<file path="src/rtl/scan_pkg.sv">
// Shared definitions for the decoder scan sequencer: state encoding, mode and
// start-select constants, the registered decoder-drive bundle and a sel step helper.
// Contents: state_t, MODE_*, SEL_FIRST_*, dec_out_t, DEC_IDLE, sel_step().
package scan_pkg;

  typedef enum logic [1:0] {
    ST_IDLE  = 2'd0,
    ST_SCAN  = 2'd1,
    ST_BLINK = 2'd2
  } state_t;

  localparam logic MODE_SCAN  = 1'b0;
  localparam logic MODE_BLINK = 1'b1;

  localparam logic [2:0] SEL_FIRST_UP = 3'd0;
  localparam logic [2:0] SEL_FIRST_DN = 3'd7;

  // Everything the sequencer drives, kept as one registered bundle.
  typedef struct packed {
    logic       en;
    logic       sel_a;
    logic       sel_b;
    logic [2:0] sel;
    logic       busy;
    logic       wrap;
  } dec_out_t;

  localparam dec_out_t DEC_IDLE = '0;

  // One scan step, modulo 8 in either direction.
  function automatic logic [2:0] sel_step(input logic [2:0] s, input logic down);
    return down ? (s - 3'd1) : (s + 3'd1);
  endfunction

endpackage

</file>
<file path="src/rtl/tick_prescaler.sv">
// Step-pacing prescaler: tick is high for one cycle out of every TICK_DIV.
// Latency: tick is combinational from the count register; first tick TICK_DIV cycles after clr drops.
// Backpressure: none; clr holds the count at 0.
// Ports: clk, rst (async, active-high), clr (sync clear), tick (count == TICK_DIV-1).
module tick_prescaler #(
  parameter int TICK_DIV = 4
) (
  input  logic clk,
  input  logic rst,
  input  logic clr,
  output logic tick
);

  localparam int CW = (TICK_DIV > 2) ? $clog2(TICK_DIV) : 1;
  localparam logic [CW-1:0] CNT_LAST = CW'(TICK_DIV - 1);

  logic [CW-1:0] cnt_q;

  always_ff @(posedge clk or posedge rst) begin
    if (rst) begin
      cnt_q <= '0;
    end else if (clr || cnt_q == CNT_LAST) begin
      cnt_q <= '0;
    end else begin
      cnt_q <= cnt_q + CW'(1);
    end
  end

  assign tick = (cnt_q == CNT_LAST);

endmodule

</file>
<file path="src/rtl/scan_sequencer.sv">
// Drives the 3-to-8 decoder (E/A/B/S): walking-one scan sweeps or a timed blink of its fixed pattern.
// Latency: all outputs registered; a run starts the cycle after start, each step lasts TICK_DIV cycles.
// Backpressure: none; start is ignored while busy, stop aborts to idle on the next cycle.
// Ports: clk, rst | start, stop, mode_sel, dir | en, sel_a, sel_b, sel[2:0], busy, wrap.
module scan_sequencer
  import scan_pkg::*;
#(
  parameter int TICK_DIV = 4,
  parameter int PASSES   = 2,
  parameter int BLINKS   = 3
) (
  input  logic       clk,
  input  logic       rst,
  input  logic       start,
  input  logic       stop,
  input  logic       mode_sel,
  input  logic       dir,
  output logic       en,
  output logic       sel_a,
  output logic       sel_b,
  output logic [2:0] sel,
  output logic       busy,
  output logic       wrap
);

  // PASSES == 0 means endless scanning; the counter is then kept at one bit and never moves.
  localparam int PW = (PASSES == 0) ? 1 : $clog2(PASSES + 1);
  localparam int BW = $clog2(BLINKS + 1);
  localparam logic [PW-1:0] PASS_LAST  = (PASSES == 0) ? '0 : PW'(PASSES - 1);
  localparam logic [BW-1:0] BLINK_LAST = BW'(BLINKS - 1);

  state_t        state_q, state_d;
  dec_out_t      out_q, out_d;
  logic          dir_q, dir_d;
  logic [PW-1:0] pass_q, pass_d;
  logic [BW-1:0] blink_q, blink_d;
  logic          tick;
  logic          psc_clr;
  logic [2:0]    sel_nxt;

  // Holding the prescaler clear throughout IDLE means it is at 0 on every entry
  // to SCAN or BLINK, so the first step lands TICK_DIV cycles after entry.
  assign psc_clr = (state_q == ST_IDLE) || stop;

  tick_prescaler #(
    .TICK_DIV(TICK_DIV)
  ) u_psc (
    .clk (clk),
    .rst (rst),
    .clr (psc_clr),
    .tick(tick)
  );

  always_ff @(posedge clk or posedge rst) begin
    if (rst) begin
      state_q <= ST_IDLE;
      out_q   <= DEC_IDLE;
      dir_q   <= 1'b0;
      pass_q  <= '0;
      blink_q <= '0;
    end else begin
      state_q <= state_d;
      out_q   <= out_d;
      dir_q   <= dir_d;
      pass_q  <= pass_d;
      blink_q <= blink_d;
    end
  end

  always_comb begin
    state_d    = state_q;
    out_d      = out_q;
    out_d.wrap = 1'b0;
    dir_d      = dir_q;
    pass_d     = pass_q;
    blink_d    = blink_q;
    sel_nxt    = sel_step(out_q.sel, dir_q);

    unique case (state_q)
      ST_IDLE: begin
        out_d   = DEC_IDLE;
        pass_d  = '0;
        blink_d = '0;
        if (start && !stop) begin
          dir_d      = dir;
          out_d.en   = 1'b1;
          out_d.busy = 1'b1;
          if (mode_sel == MODE_BLINK) begin
            state_d     = ST_BLINK;
            out_d.sel_b = 1'b1;
          end else begin
            state_d     = ST_SCAN;
            out_d.sel_a = 1'b1;
            out_d.sel   = dir ? SEL_FIRST_DN : SEL_FIRST_UP;
          end
        end
      end

      ST_SCAN: begin
        if (tick) begin
          out_d.sel = sel_nxt;
          // Stepping back onto the first select value closes a sweep.
          if (sel_nxt == (dir_q ? SEL_FIRST_DN : SEL_FIRST_UP)) begin
            out_d.wrap = 1'b1;
            if (PASSES != 0) begin
              if (pass_q == PASS_LAST) begin
                state_d    = ST_IDLE;
                out_d      = DEC_IDLE;
                out_d.wrap = 1'b1;
                pass_d     = '0;
              end else begin
                pass_d = pass_q + PW'(1);
              end
            end
          end
        end
      end

      ST_BLINK: begin
        if (tick) begin
          out_d.sel_b = ~out_q.sel_b;
          // Each pattern-on period ends on the 1->0 toggle.
          if (out_q.sel_b) begin
            out_d.wrap = 1'b1;
            if (blink_q == BLINK_LAST) begin
              state_d    = ST_IDLE;
              out_d      = DEC_IDLE;
              out_d.wrap = 1'b1;
              blink_d    = '0;
            end else begin
              blink_d = blink_q + BW'(1);
            end
          end
        end
      end

      default: begin
        state_d = ST_IDLE;
        out_d   = DEC_IDLE;
        pass_d  = '0;
        blink_d = '0;
      end
    endcase

    // Abort overrides everything, including a run's final wrap.
    if (stop) begin
      state_d = ST_IDLE;
      out_d   = DEC_IDLE;
      pass_d  = '0;
      blink_d = '0;
    end
  end

  assign en    = out_q.en;
  assign sel_a = out_q.sel_a;
  assign sel_b = out_q.sel_b;
  assign sel   = out_q.sel;
  assign busy  = out_q.busy;
  assign wrap  = out_q.wrap;

endmodule

</file>
<file path="config.mk">
export PLATFORM = sky130hd
export DESIGN_NAME = scan_sequencer
export DESIGN_NICKNAME = d
export VERILOG_FILES = /design/src/rtl/scan_pkg.sv /design/src/rtl/tick_prescaler.sv /design/src/rtl/scan_sequencer.sv
export SDC_FILE = /design/constraint.sdc
export NUM_CORES = 1
export LEC_CHECK = 0
export ABC_CLOCK_PERIOD_IN_PS = 2400
export CORE_UTILIZATION = 51
export DETAILED_ROUTE_END_ITERATION = 6
export PLACE_DENSITY = 0.83
export SLEW_MARGIN = 20
export SYNTH_ARGS = -nofsm -noshare
export SYNTH_HDL_FRONTEND = slang
export SYNTH_SLANG_ARGS = --single-unit
</file>
<file path="constraint.sdc">
create_clock -name clk -period 2.4 [get_ports clk]
set_input_delay 0.72 -clock clk [delete_from_list [all_inputs] [get_ports clk]]
set_output_delay 0.72 -clock clk [all_outputs]
set_load 0.05 [all_outputs]
</file>
## Word-level counts from Yosys, hierarchy flattened

Cells that the tools add are included.

- Word-level logic and storage cells: 80
- Memory bits (read-only): 0
- Memories kept: 0
- Output and inout bits: 8
- Flip-flop bits (word level): 17
- Memory bits (writable): 0
- Bits of input ports: 6
- Bits in latches: 0

- Div/mod/pow operators: 0
- Bitwise logic cells: 1
- Muxes and demuxes: 36
- Equality and inequality tests: 15
- Add/subtract/negate cells: 5
- Magnitude comparators: 0
- Reductions and logical operators: 12
- Shift-type cells: 0
- $mul: 0

Operator list:

| cell | number |
|---|---|
| $mux 8 | 7 |
| $mux 2 | 18 |
| $pmux 8 s3 | 1 |
| $ne 3x3->1 const B | 6 |
| $mux 3 | 4 |
| $pmux 2 s2 | 2 |
| $reduce_and 4->1 | 2 |
| $mux 7 | 1 |
| $reduce_and 7->1 | 1 |
| $add 2x1->2 const B | 3 |
| $eq 2x2->1 const B | 3 |
| $pmux 2 s3 | 1 |
| $reduce_and 3->1 | 2 |
| $reduce_and 6->1 | 1 |
| $eq 2x1->1 const B | 2 |
| $ne 2x2->1 const B | 2 |
| $add 3x1->3 const B | 1 |
| $eq 3x3->1 | 1 |
| $ne 3x2->1 const B | 1 |
| $sub 3x1->3 const B | 1 |
| $logic_not 2->1 | 1 |
| $logic_or 1x1->1 | 2 |
| $mux 1 | 2 |
| $reduce_and 2->1 | 1 |
| 3 further kinds | 3 |

## Longest topological paths before layout

Gate-level depths: netlist (run 1).

- Word-level depth: 7
- Gate-level depth with buffers: 6
- Depth with buffers taken out: 5

## By module

Synthesis (run 1) repeated with hierarchy kept, for this count alone.

- Cell total of the unflattened synthesis: 96
- Area total of the unflattened synthesis: 939.7 µm²

Modules (own cells, without submodules):

| module | cells each | area each (µm²) | times used |
|---|---|---|---|
| scan_sequencer | 90 | 850.8 | 1 |
| tick_prescaler | 6 | 88.8 | 1 |

## Least setup slack after synthesis (run 1)

No wires, ideal clock.

- Path kind: flip-flop to flip-flop
- From: register out_q (netlist bit sel[0])
- To: register out_q (netlist bit en)
- Cell stages (with the launch flop): 6
- Setup slack: 0.018 ns
- Data arrival time: 2.254 ns
- Buffers on the path: 0
- Cells stage by stage: dfrtp_1 fa_1 or3b_1 a2111o_1 a21boi_2 o21ai_0

- Longest elaborated chain between the ends: 5
- Elaborated cells on any way between the ends: 6
- Classes of those cells: add/sub (2); eq/ne (2); mux (1); reduce/logical (1)

Ends and longest elaborated chain:

| what | RTL line | source |
|---|---|---|
| start, declared | scan_sequencer.sv:33 | `dec_out_t out_q, out_d;` |
| start signal, assigned | scan_sequencer.sv:63 | `out_q <= out_d;` |
| $add 3x1->3 or $sub 3x1->3 (tied branches) | scan_pkg.sv:32 | `return down ? (s - 3'd1) : (s + 3'd1);` |
| $mux 3 * | scan_pkg.sv:32 |  |
| $eq 3x3->1 * | scan_sequencer.sv:103 | `if (sel_nxt == (dir_q ? SEL_FIRST_DN : SEL_FIRST_UP)) begin` |
| $ne 3x3->1 (no source line) * | n/a |  |
| $reduce_and 6->1 (no source line) * | n/a |  |

Every way passes the cells marked *; elsewhere a longest branch is shown, timed or not.
A chain may end at the register's enable or synchronous reset.

## Worst setup path after layout (run 1)

- From: register out_q (netlist bit sel_b)
- To: output sel_b

RTL lines:

| what | RTL line | source |
|---|---|---|
| end, declared | scan_sequencer.sv:20 | `output logic sel_b,` |

No word-level cell between the ends.

==> results of run 1 <==
==> layout by cell type (no fill, tap or decap), drive strengths merged, types with 2 or more instances in the layout <==
cell           count
a21oi              7
a22oi              3
a2bb2oi            3
buf                3
clkbuf             4
clkdlybuf4s50     13
dfrtp             16
inv                2
nand2              7
nand2b             4
nand3b             6
nand4              3
nand4b             3
nor2               6
nor2b              5
nor3b              2
nor4b              2
o211ai             3
o21ai              5
xor2               3
==> sequential cells by signal, indices dropped and copies added, names as in the netlist, 2 cells and up <==
| register | flops |
|---|---|
| blink_q | 2 |
| pass_q | 2 |
| sel | 3 |
| state_q | 2 |
| u_psc.cnt_q | 2 |
==> synthesized netlist by cell type (all sizes together) <==
cell type,instances,area [sq um]
o21ai,5,25.02
mux2,1,11.26
nand2,7,26.28
a31oi,1,6.260
a21o,1,7.510
a21boi,1,11.26
ha,1,12.51
buf,1,7.510
nor2,6,22.52
o211ai,3,22.52
a2bb2oi,3,26.28
or2b,1,7.510
clkbuf,6,23.77
nand4,3,18.77
nor4,1,6.260
nor3b,2,15.01
nand4b,3,26.28
nor4b,2,17.52
nor2b,5,31.28
a2111o,1,11.26
or4b,1,10.01
nand3,1,5.000
or3b,1,8.760
nand2b,4,25.02
inv,2,7.510
nand3b,6,45.04
nor3,1,5.000
and2,1,6.260
a21oi,7,35.03
dfrtp,16,400.4
fa,1,20.02
a22oi,3,22.52
xor2,3,26.28
==> logic make-up (layout without fill, tap and decap cells) <==
kind of cell	after synthesis	after routing	synth area share
compound gates	25	25	0.1759
buf+inv	9	22	0.04069
simple gates	45	45	0.2900
mux	1	1	0.01181
flops	16	16	0.4199
xor+xnor	3	3	0.02756
fa+ha+maj	2	2	0.03412
==> per-stage QoR <==
step / area (sq um) / total power (uW) / utilization / hold slack (ns)
CTS: 1142 / 623.8 / 0.6545 / 0.4516
global route: 1142 / 648.0 / 0.6545 / 0.5025
floorplan: 953.4 / 400.2 / - / 0.4160
finish: 1142 / 624.7 / 0.6545 / 0.4489
global placement: 1106 / 444.4 / 0.6337 / 0.4281
detailed placement: 1106 / 448.1 / 0.6337 / 0.4373
==> metal layers <==
layer | vias to the layer above | track usage | wire length, um
met5 | - | 0 | 0
met4 | 0 | 0.1030 | 37
met3 | 5 | 0.02800 | 60
met2 | 15 | 0.3623 | 1022
met1 | 395 | 0.3461 | 928
li1 | 392 | - | -
==> power groups by stage <==
stage	Combinational (uW)	Sequential [uW]	Clock, uW
3_5_place_dp	142	306	0
4_1_cts	143	300	180
6_report	143	300	181
3_3_place_gp	140	305	0
5_1_grt	156	303	189
2_1_floorplan	79.2	321	0
==> final timing paths <==
check                                              start                       end  slack [ns]  depth (start not counted)
worst max-delay path                   sel_b$_DFFE_PP0P_                     sel_b        0.08                          1
worst min-delay path            u_psc.cnt_q[0]$_DFF_PP0_  u_psc.cnt_q[0]$_DFF_PP0_        0.45                          1
worst max register to register        sel[0]$_DFFE_PP0P_         sel_a$_DFFE_PP0P_        0.10                          5
worst min register to register  u_psc.cnt_q[0]$_DFF_PP0_  u_psc.cnt_q[0]$_DFF_PP0_        0.45                          1
max in group asynchronous                            rst     pass_q[0]$_DFFE_PP0P_        1.22                          2
min in group asynchronous                            rst    state_q[1]$_DFFE_PP0P_        0.78                          2
==> area by class of cell <==
cell class / instances / area (sq um) / share of cell area
clock buffers: 4 / 36.28 / 0.03176
inverters: 2 / 7.507 / 0.006572
multi-input cells: 76 / 514.2 / 0.4502
flip-flops and latches: 16 / 400.4 / 0.3505
well taps: 25 / 31.28 / 0.02738
repair buffers: 16 / 152.6 / 0.1336
==> metrics, run 1 <==
Yosys reg bits 16; Initial Utilization 0.5462; Switching Share 0.3061; Psw 191.2 uW; Finished Layout Cells 139; critical path cell sequence clkdlybuf4s50_1; CTS Hold Bufs 0; htree depth 1; final-report setup violation count 0; first-pass GRT wire length 3498 um; GRT Total Usage 0.2399; Setup crit start kind register; Setup Buffers After CTS 0; final worst slack 0.08120 ns; Worst Tran Pin Value 0.6019 ns; placed instance count 135; Yosys cell types 34; Overflow after GRT 0; largest net degree at the start of global routing 19; Num CTS Buffers 3; Comb pwr share 0.229; wire per inst 14.73 um; Final GP Congestion 0.7844; RSZ-0062 raised after global routing no; core area 0.001745 sq mm; IO Count 14; Pleak 0.0004795 uW; slowest cell on the critical path clkdlybuf4s50_1; worst rel slew slack 0.5931; Reg clk slew, reported paths 0.10 ns; Cell Pwr Density 546.9 mW/mm^2; status complete, no violations; DR pass1 iterations 4; area delta synth->final 19.82%; power share of the clock group 0.290; die width 45.24 um; syn_nets 109; CP Class reg -> out; # rows 15; drt drc 0; clock sinks 16; highest clock rate between 400 and 500 MHz; minimum clock period 2.319 ns; Setup WS pre-CTS approximately 0.11 ns; initial antenna violation count 0; Die ar. 0.002046 sq mm; critical path's largest stage delay 0.84 ns; port bufs 13; Crit Path Max Fanout 7; chip height 45.24 um; Skew-Pair Late Insertion Delay slightly below 0.3 ns; share of cells above drive strength 1 0.08772; Syn Inst Count 101; DR vias 807; Syn Area/Cell 9.440 sq um; Resize count post-CTS 0; Peak VDD IR 0.3564 mV; crit path buf inv count 1; crit share post-route 0.9662; Final Slew Violations 0; root buffer cell clkbuf_4; ANT nets after route 0; drt via density ~5.8; CTS tree yes; final hold violation count 0; Clock Skew 0.004428 ns; synth warn 0; Setup crit end kind output pin; # fillers 153; HPWL Detailed 1423 um; Routed WL 2048 um; Synth Cell Area 953.4 sq um; number of max-cap violations 0; CP top delay family buffers and inverters; final setup TNS 0 ns; vias in the first global route 739; Max clock buf depth 2; required time of the critical path 1.68 ns; sequential fraction of the synthesis area 0.4199; design internal power 433.5 uW; 1st-iter DRT viols 15; sequential share of power 0.481; worst hold path class reg -> reg; n_diodes 0; crit path DAT 1.60 ns; nets@finish 123
(Power assumes the default switching activity.)
==> run 2, diff against run 1 <==
--- a/config.mk
+++ b/config.mk
@@ -8,7 +8,7 @@
 export ABC_CLOCK_PERIOD_IN_PS = 2400
 export CORE_UTILIZATION = 51
 export DETAILED_ROUTE_END_ITERATION = 6
-export PLACE_DENSITY = 0.83
+export PLACE_DENSITY = 0.84
 export SLEW_MARGIN = 20
 export SYNTH_ARGS = -nofsm -noshare
 export SYNTH_HDL_FRONTEND = slang
==> run 2 against run 1 <==
- fmax grew 0.41%
- combinational power is essentially flat
- design area shrank 1.2%
- critical path type unchanged
- largest cell class unchanged
- highest routed layer unchanged
==> metrics, run 2 (synthesis gave the netlist of run 1 again) <==
status complete, no violations; commonest non-fill, non-tap cell in the layout dfrtp_1; Cell Pwr Density 516.9 mW/mm^2; HPWL Detailed between 1000 and 1500 um; share of cells above drive strength 1 0.07965; port bufs 13; first-pass GRT wire length approximately 3600 um; CP Class reg -> out; Setup Buffers After CTS 0; core area 0.001745 sq mm; Skew-Pair Late Insertion Delay roughly 0.29 ns; Crit Path Max Fanout 7; Overall Power between 500 and 600 uW; Resize count post-CTS 0; 1st-iter DRT viols 14; Die ar. 0.002046 sq mm; DR pass1 iterations 5; multi-input logic area 514.2 sq um; Clock Skew 0.003147 ns; Overflow after GRT 0; sequential share of power 0.516; crit path DAT 1.59 ns; critical path's largest stage delay 0.84 ns; # fillers between 150 and 200; Final GP Congestion between 0.7 and 0.8; n_diodes 0; RSZ-0062 raised after global routing no; die width about 45 um; highest clock rate between 400 and 500 MHz; drt drc 0; initial antenna violation count 0; Switching Share 0.3156; htree depth 1; final hold violation count 0; max reg flops 3; design internal power around 400 uW; drt via density 5.819; crit path buf inv count 1; post-route cell area 0.001129 sq mm; worst hold path class reg -> reg; Worst Tran Pin Value 0.6249 ns; root buffer cell clkbuf_4; worst rel slew slack 0.5830; CP top delay family buffers and inverters; CTS tree yes; slowest cell on the critical path clkdlybuf4s50_1; CTS Hold Bufs 0; clock sinks 16; critical path cell sequence clkdlybuf4s50_1; number of max-cap violations 0; Final Slew Violations 0; chip height 45.24 um; Num CTS Buffers 3; power share of the clock group 0.239; Peak VDD IR 0.2950 mV; ANT nets after route 0; final setup TNS 0 ns; Initial Utilization 0.5462; placed instance count 135; final core occ 0.6466; Finished Layout Cells 138; # rows 15; crit share post-route 0.9622; nets@finish 123; Pleak 0.0004723 uW; area delta synth->final 18.37%; Max clock buf depth 2; commonest non-fill, non-tap cells in the layout dfrtp_1, clkdlybuf4s50_1, nand2_1, a21oi_1; Reg clk slew, reported paths 0.09 ns; vias in the first global route between 700 and 800; area post-placement 0.001106 sq mm; Psw 184.1 uW; required time of the critical path 1.68 ns; Reg area 400.4 sq um; GRT Total Usage 0.2437; final-report setup violation count 0; largest net degree at the start of global routing 19; wire per inst about 15 um; Setup crit start kind register; DR vias around 800; Routed WL between 2000 and 2500 um; IO Count 14; Setup crit end kind output pin; Comb pwr share 0.246; minimum clock period between 2 and 2.5 ns
run 2: final timing paths:
path / from / to / slack [ns] / depth (start not counted)
worst max-delay path: sel_b$_DFFE_PP0P_ / sel_b / 0.09 / 1
worst min-delay path: u_psc.cnt_q[0]$_DFF_PP0_ / u_psc.cnt_q[0]$_DFF_PP0_ / 0.47 / 1
worst max register to register: sel[0]$_DFFE_PP0P_ / en$_DFFE_PP0P_ / 0.14 / 5
worst min register to register: u_psc.cnt_q[0]$_DFF_PP0_ / u_psc.cnt_q[0]$_DFF_PP0_ / 0.47 / 1
max in group asynchronous: rst / pass_q[1]$_DFFE_PP0P_ / 1.20 / 2
min in group asynchronous: rst / state_q[1]$_DFFE_PP0P_ / 0.80 / 2
run 2: layer usage:
layer  wire length (um)  track usage
met1                961       0.3385
met2                995       0.3739
met3                 60      0.02800
met4                 55       0.1273
met5                  0            0
run 2: through the flow:
step | hold slack [ns] | setup WS [ns]
after floorplan | 0.4160 | 0.01827
after global placement | 0.4265 | 0.1310
after detailed placement | 0.4599 | 0.09968
after CTS | 0.4729 | 0.08586
after global routing | 0.4852 | 0.01708
final | 0.4694 | 0.09076
run 2: final cells by class:
type / count / area share
Clock buffer: 3 / 0.01996
Sequential cell: 16 / 0.3548
Multi-Input combinational cell: 76 / 0.4557
Tap cell: 25 / 0.02772
Timing Repair Buffer: 16 / 0.1353
Inverter: 2 / 0.006652
run 2: power groups by stage:
stage	Sequential (uW)	Combinational, uW	Clock [uW]
floorplan	321	79.2	0
global placement	305	139	0
detailed placement	306	143	0
CTS	301	143	143
global route	304	154	152
finish	301	143	139
